==> src/rtl/kernel_pkg.sv <==
// Constants shared by the Kernel, the output quantizer and the frame writer.
package kernel_pkg;

  localparam int PIX_W          = 8;
  localparam int MAC_W          = 32;
  localparam int SHIFT_DEF      = 4;
  localparam int SKIP_DEF       = 8;
  localparam int FIFO_DEPTH_DEF = 4;
  localparam int CNT_W_DEF      = 16;

endpackage

==> src/rtl/kernel_sync_fifo.sv <==
// Small synchronous FIFO.
// Head is forced to zero while empty.
module kernel_sync_fifo
  import kernel_pkg::*;
#(
  parameter int DEPTH = FIFO_DEPTH_DEF,
  parameter int WIDTH = PIX_W
) (
  input  logic             clk,
  input  logic             rst,
  input  logic             clr,
  input  logic             push,
  input  logic             pop,
  input  logic [WIDTH-1:0] wdata,
  output logic [WIDTH-1:0] rdata,
  output logic             full,
  output logic             empty
);

  localparam int AW = $clog2(DEPTH);

  logic [AW:0]      wr_q, wr_d;
  logic [AW:0]      rd_q, rd_d;
  logic [WIDTH-1:0] mem_q [DEPTH];
  logic             pop_ok;
  logic             push_ok;

  assign empty   = (wr_q == rd_q);
  assign full    = (wr_q[AW] != rd_q[AW]) &&
                   (wr_q[AW-1:0] == rd_q[AW-1:0]);
  assign pop_ok  = pop & ~empty;
  assign push_ok = push & (~full | pop_ok);
  assign rdata   = empty ? '0 : mem_q[rd_q[AW-1:0]];

  always_comb begin
    wr_d = wr_q;
    rd_d = rd_q;
    if (clr) begin
      wr_d = '0;
      rd_d = '0;
    end else begin
      if (push_ok) wr_d = wr_q + 1'b1;
      if (pop_ok)  rd_d = rd_q + 1'b1;
    end
  end

  always_ff @(posedge clk or posedge rst) begin
    if (rst) begin
      wr_q <= '0;
      rd_q <= '0;
    end else begin
      wr_q <= wr_d;
      rd_q <= rd_d;
    end
  end

  always_ff @(posedge clk) begin
    if (push_ok && !clr) mem_q[wr_q[AW-1:0]] <= wdata;
  end

endmodule

==> src/rtl/kernel_out_quantizer.sv <==
// Samples the Kernel MAC once per slow period, rounds, shifts, clamps to a pixel
// and queues the result toward the frame writer.
module kernel_out_quantizer
  import kernel_pkg::*;
#(
  parameter int IN_W       = MAC_W,
  parameter int OUT_W      = PIX_W,
  parameter int SHIFT      = SHIFT_DEF,
  parameter int SKIP       = SKIP_DEF,
  parameter int FIFO_DEPTH = FIFO_DEPTH_DEF,
  parameter int CNT_W      = CNT_W_DEF
) (
  input  logic             clk,
  input  logic             rst,
  input  logic             clr,
  input  logic             slow_clk_in,
  input  logic [IN_W-1:0]  z_in,
  output logic [OUT_W-1:0] pix_out,
  output logic             pix_valid,
  input  logic             pix_ready,
  output logic             sat_flag,
  output logic             ovf_flag,
  output logic [CNT_W-1:0] pix_count
);

  localparam int SK_W = (SKIP > 0) ? $clog2(SKIP + 1) : 1;
  localparam logic [SK_W-1:0] SKIP_C = SK_W'(SKIP);
  localparam int HS = (SHIFT > 0) ? SHIFT - 1 : 0;
  localparam logic signed [IN_W:0] HALF =
    (SHIFT > 0) ? ((IN_W+1)'(1) << HS) : '0;
  localparam logic signed [IN_W:0] MAXV = (IN_W+1)'((1 << OUT_W) - 1);

  logic              s0_q, s1_q;
  logic              sample_en;
  logic              v1_q, v1_d;
  logic [IN_W-1:0]   z_q, z_d;
  logic              v2_q, v2_d;
  logic [OUT_W-1:0]  q_q, q_d;
  logic              cl_q, cl_d;
  logic [SK_W-1:0]   skip_q, skip_d;
  logic              sat_q, sat_d;
  logic              ovf_q, ovf_d;
  logic [CNT_W-1:0]  cnt_q, cnt_d;

  logic signed [IN_W:0] z_ext;
  logic signed [IN_W:0] r;
  logic [OUT_W-1:0]     q_new;
  logic                 cl_new;
  logic                 skip_done;
  logic                 push_req;
  logic                 push_ok;
  logic                 pop;
  logic                 full;
  logic                 empty;

  assign sample_en = s0_q & ~s1_q;
  assign skip_done = (skip_q == SKIP_C);
  assign push_req  = v2_q & skip_done;
  assign pop       = pix_valid & pix_ready;
  assign push_ok   = push_req & (~full | pop);

  // One extra bit keeps the rounding add from wrapping near +max.
  always_comb begin
    z_ext  = {z_q[IN_W-1], z_q};
    r      = (z_ext + HALF) >>> SHIFT;
    q_new  = r[OUT_W-1:0];
    cl_new = 1'b0;
    if (r < 0) begin
      q_new  = '0;
      cl_new = 1'b1;
    end else if (r > MAXV) begin
      q_new  = '1;
      cl_new = 1'b1;
    end
  end

  always_comb begin
    z_d    = z_q;
    q_d    = q_q;
    cl_d   = cl_q;
    v1_d   = sample_en;
    v2_d   = v1_q;
    skip_d = skip_q;
    sat_d  = sat_q;
    ovf_d  = ovf_q;
    cnt_d  = cnt_q;
    if (sample_en) z_d = z_in;
    if (v1_q) begin
      q_d  = q_new;
      cl_d = cl_new;
    end
    if (v2_q && !skip_done) skip_d = skip_q + 1'b1;
    if (push_req && cl_q)   sat_d  = 1'b1;
    if (push_req && !push_ok) ovf_d = 1'b1;
    if (push_ok) cnt_d = cnt_q + 1'b1;
    if (clr) begin
      v1_d   = 1'b0;
      v2_d   = 1'b0;
      skip_d = '0;
      sat_d  = 1'b0;
      ovf_d  = 1'b0;
      cnt_d  = '0;
    end
  end

  always_ff @(posedge clk or posedge rst) begin
    if (rst) begin
      s0_q   <= 1'b0;
      s1_q   <= 1'b0;
      v1_q   <= 1'b0;
      z_q    <= '0;
      v2_q   <= 1'b0;
      q_q    <= '0;
      cl_q   <= 1'b0;
      skip_q <= '0;
      sat_q  <= 1'b0;
      ovf_q  <= 1'b0;
      cnt_q  <= '0;
    end else begin
      s0_q   <= slow_clk_in;
      s1_q   <= s0_q;
      v1_q   <= v1_d;
      z_q    <= z_d;
      v2_q   <= v2_d;
      q_q    <= q_d;
      cl_q   <= cl_d;
      skip_q <= skip_d;
      sat_q  <= sat_d;
      ovf_q  <= ovf_d;
      cnt_q  <= cnt_d;
    end
  end

  kernel_sync_fifo #(
    .DEPTH (FIFO_DEPTH),
    .WIDTH (OUT_W)
  ) u_fifo (
    .clk   (clk),
    .rst   (rst),
    .clr   (clr),
    .push  (push_ok),
    .pop   (pop),
    .wdata (q_q),
    .rdata (pix_out),
    .full  (full),
    .empty (empty)
  );

  assign pix_valid = ~empty;
  assign sat_flag  = sat_q;
  assign ovf_flag  = ovf_q;
  assign pix_count = cnt_q;

endmodule

==> config.mk <==
export PLATFORM = sky130hd
export DESIGN_NAME = kernel_out_quantizer
export DESIGN_NICKNAME = d
export VERILOG_FILES = /design/src/rtl/kernel_pkg.sv /design/src/rtl/kernel_sync_fifo.sv /design/src/rtl/kernel_out_quantizer.sv
export SDC_FILE = /design/constraint.sdc
export NUM_CORES = 1
export LEC_CHECK = 0
export ABC_AREA = 1
export BUFFER_PORTS_ARGS = -buffer_cell sky130_fd_sc_hd__buf_2
export CORE_UTILIZATION = 59
export CTS_BUF_LIST = sky130_fd_sc_hd__clkbuf_8 sky130_fd_sc_hd__clkbuf_16
export CTS_CLUSTER_DIAMETER = 40
export DETAILED_ROUTE_END_ITERATION = 8
export PLACE_DENSITY = 0.81
export RECOVER_POWER = 100
export SYNTH_ARGS = -nofsm -noshare
export SYNTH_HDL_FRONTEND = slang
export SYNTH_SLANG_ARGS = --single-unit
==> constraint.sdc <==
create_clock -name clk -period 2.5 [get_ports clk]
set_input_delay 0.375 -clock clk [delete_from_list [all_inputs] [get_ports clk]]
set_output_delay 0.375 -clock clk [all_outputs]
set_load 0.01 [all_outputs]
==> flow_summary.ini <==
[final_layout]
diodes = 0
layout_commonest_cell = nand2_1
final_cell_mix = 175 x nand2_1, 113 x nor2_1, 85 x inv_1
final_nets = 796
area_growth_pct = 10.48
fin_util = 0.6810
drive_gt1_frac = 0.1232

[synthesis]
ys_warn_count = 0
ys_types = 37
synth_largest_area_cell = dfrtp_1
syn_nets = 729
synthFlopType = dfrtp_1
synthTopCellsByArea = dfrtp_1 32%, edfxtp_1 18%, nand2_1 12%
synth_area_per_cell_um2 = 7.985
netlist.area_leader.share = 0.3212
yosys_register_bits = 102
syn_area_um2 = 5454
synth_edf_count = 32
synth.yosys.seq_area_share = 0.4974
async_flop_share = 0.6863
netlist_instances = 683

[hold_path]
hold_path_depth = 1
holdPathEnd = s0_q$_DFF_PP0_
hold_path_class = in -> reg
hp-start = slow_clk_in

[timing]
max_slew_margin = -0.1362
slew_violations = 71
rsz0062_at_grt = no
fin_crit_sh = 0.9165
tns_ns = 0
fin_crit_ns = 2.291
setup_ws_ns = 0.2087
worst_pin_slew_ns = 1.704
setup_viol = 0
skew_ns = 0.01661
fmax_mhz = 436.4
hold_violations = 0
holdWs_ns = 0.1118

[power_and_ir_drop]
swShare = 0.3033
p_sw_w = 0.001039
internal_power_w = 0.002387
pwr-share-seq = 0.571
leakage_nw = 2.858
p_total_w = 0.003426
p_per_area_nw_per_um2 = 568.6
pwr-share-comb = 0.143
ir_drop_v = 0.0003174
p_clk_frac = 0.286

[clocking]
clockBufferDepth = 2
path_clk_slew_ns = 0.10
clk_latency_ns = 0.37
cts_tree = done
cts.repair.resized = 0
cts_setup_buffers = 0
cts_hold_buf = 0
cts-root-buf = clkbuf_8
htree_levels = 3
numCtsBuffers = 9
clkSinkCount = 102

[global_routing]
grt_pass1_vias = 4414
grt_max_degree = 71
antenna_found_initial = 0
grt_pass1_wl_um = 19840
overflow = 0
grt_usage = 0.2588

[run_status]
violations = DRC, capacitance limit, slew limit
status = complete, but fails checks

[worst_setup_path]
worst-path-buf-inv = 2
cp-end-kind = primary output
reg2reg_from = u_fifo.rd_q[1]$_DFFE_PP0P_
start_kind = flop
slowest_delay_ns = 0.54
critical_path_class = reg -> out
crit_fanout = 11
r2r_cells = 10
cp_common_cell = nand2_1
path_depth = 6
r2r-end = pix_count[6]$_DFFE_PP0P_
cp_slowest_cell = dfrtp_1
critical_path.top_delay_family = flip-flops
crit_required_ns = 2.12
reg2reg_slack_ns = 0.21
cp.arrival_ns = 1.92
cp_cell_sequence = xor2_1 > a21oi_1 > nand2_1 > nand2_1 > inv_1 > clkbuf_1

[routing]
drtIter0Drc = 243
drc = 5
routedWlPerCell_um = 13.67
ant_nets = 0
vias = 4668
wirelength_um = 11800
viasPerCell = 5.409
dr.pass1.iters = 9

[flow_run]
maxCapViolations = 1

[placement]
routabilityCongestion = 0.9306
io_buffer_count = 60
pre_cts_ws_ns = 0.2590
place_hpwl_um = 8530

[die]
ioPinCount = 64
die_height_um = 98.15
die_area_um2 = 9632
row_count = 34
dieWidth_um = 98.15
initial_core_util = 0.6164
core_um2 = 8848
[power groups by stage]
stage / Combinational [W] / Sequential [W] / Clock [W]
floorplan: 0.000382 / 0.00195 / 0
global placement: 0.000480 / 0.00198 / 0
detailed placement: 0.000493 / 0.00199 / 0
CTS: 0.000495 / 0.00195 / 0.00100
global route: 0.000561 / 0.00197 / 0.00107
finish: 0.000491 / 0.00196 / 0.000979
[stage by stage]
stage               std cells  cell area, um^2
floorplan                 683             5454
global placement          847             5917
detailed placement        847             5917
CTS                       863             6096
global route              863             6026
finish                    863             6026
[worst reg2reg max path: cells and delay by family (launching register included)]
kind	cells	cell delay, ns
xor+xnor	1	0.22
flops	1	0.60
simple gates	5	0.85
compound gates	3	0.33
buf+inv	1	0.22
[flip-flops by register name, summed over array words and instances, names as in the netlist]
signal	flops
ovf_flag	1
u_fifo.mem_q	32
v1_q	1
s0_q	1
skip_q	4
s1_q	1
z_q	29
pix_count	16
u_fifo.rd_q	3
u_fifo.wr_q	3
cl_q	1
q_q	8
v2_q	1
sat_flag	1
[cell families after synthesis]
family                   Yosys count  synth area share
AO/OA/AOI/OAI                     91           0.08810
adder cells (fa/ha/maj)            9           0.02065
buffers and inverters            101           0.07020
flip-flops                       102            0.4974
multiplexers                       9           0.01858
AND/OR/NAND/NOR                  365            0.2955
XOR/XNOR                           6          0.009637
[layout make-up]
| cell class | count | area (um^2) |
|---|---|---|
| fill | 719 | 2823 |
| sequential | 102 | 2713 |
| multi-input combinational | 480 | 2354 |
| inverter | 88 | 330.3 |
| timing repair buffer | 69 | 315.3 |
| tap | 108 | 135.1 |
| clock buffer | 9 | 123.9 |
| clock inverter | 7 | 55.05 |
[Yosys cell counts, types with 8 or more instances]
cell type    n
nand2_1    175
nor2_1     113
inv_1       85
dfrtp_1     70
a21oi_1     38
o21ai_0     35
edfxtp_1    32
nand3_1     25
nand4_1     12
ha_1         9
mux2_2       9
o22ai_1      8
[how the worst max path moves through the flow]
stage                                     from                  to  slack [ns]
floorplan                                  rst    cl_q$_DFFE_PP0P_        0.36
global placement            z_q[4]$_DFFE_PP0P_  q_q[7]$_DFFE_PP0P_        0.34
detailed placement          z_q[4]$_DFFE_PP0P_  q_q[5]$_DFFE_PP0P_        0.26
CTS                 u_fifo.rd_q[1]$_DFFE_PP0P_          pix_out[7]        0.21
global route                z_q[4]$_DFFE_PP0P_  q_q[3]$_DFFE_PP0P_        0.02
finish              u_fifo.rd_q[1]$_DFFE_PP0P_          pix_out[7]        0.21
[routing by layer]
metal  vias to the layer above  GRT usage  part of all wire
li1                       2335          -                 -
met5                         -          0                 0
met1                      2155     0.3218              0.43
met2                       151     0.4545              0.51
met4                         0    0.09989             0.021
met3                        27    0.04152             0.046
Power figures use the tool's default switching activity.
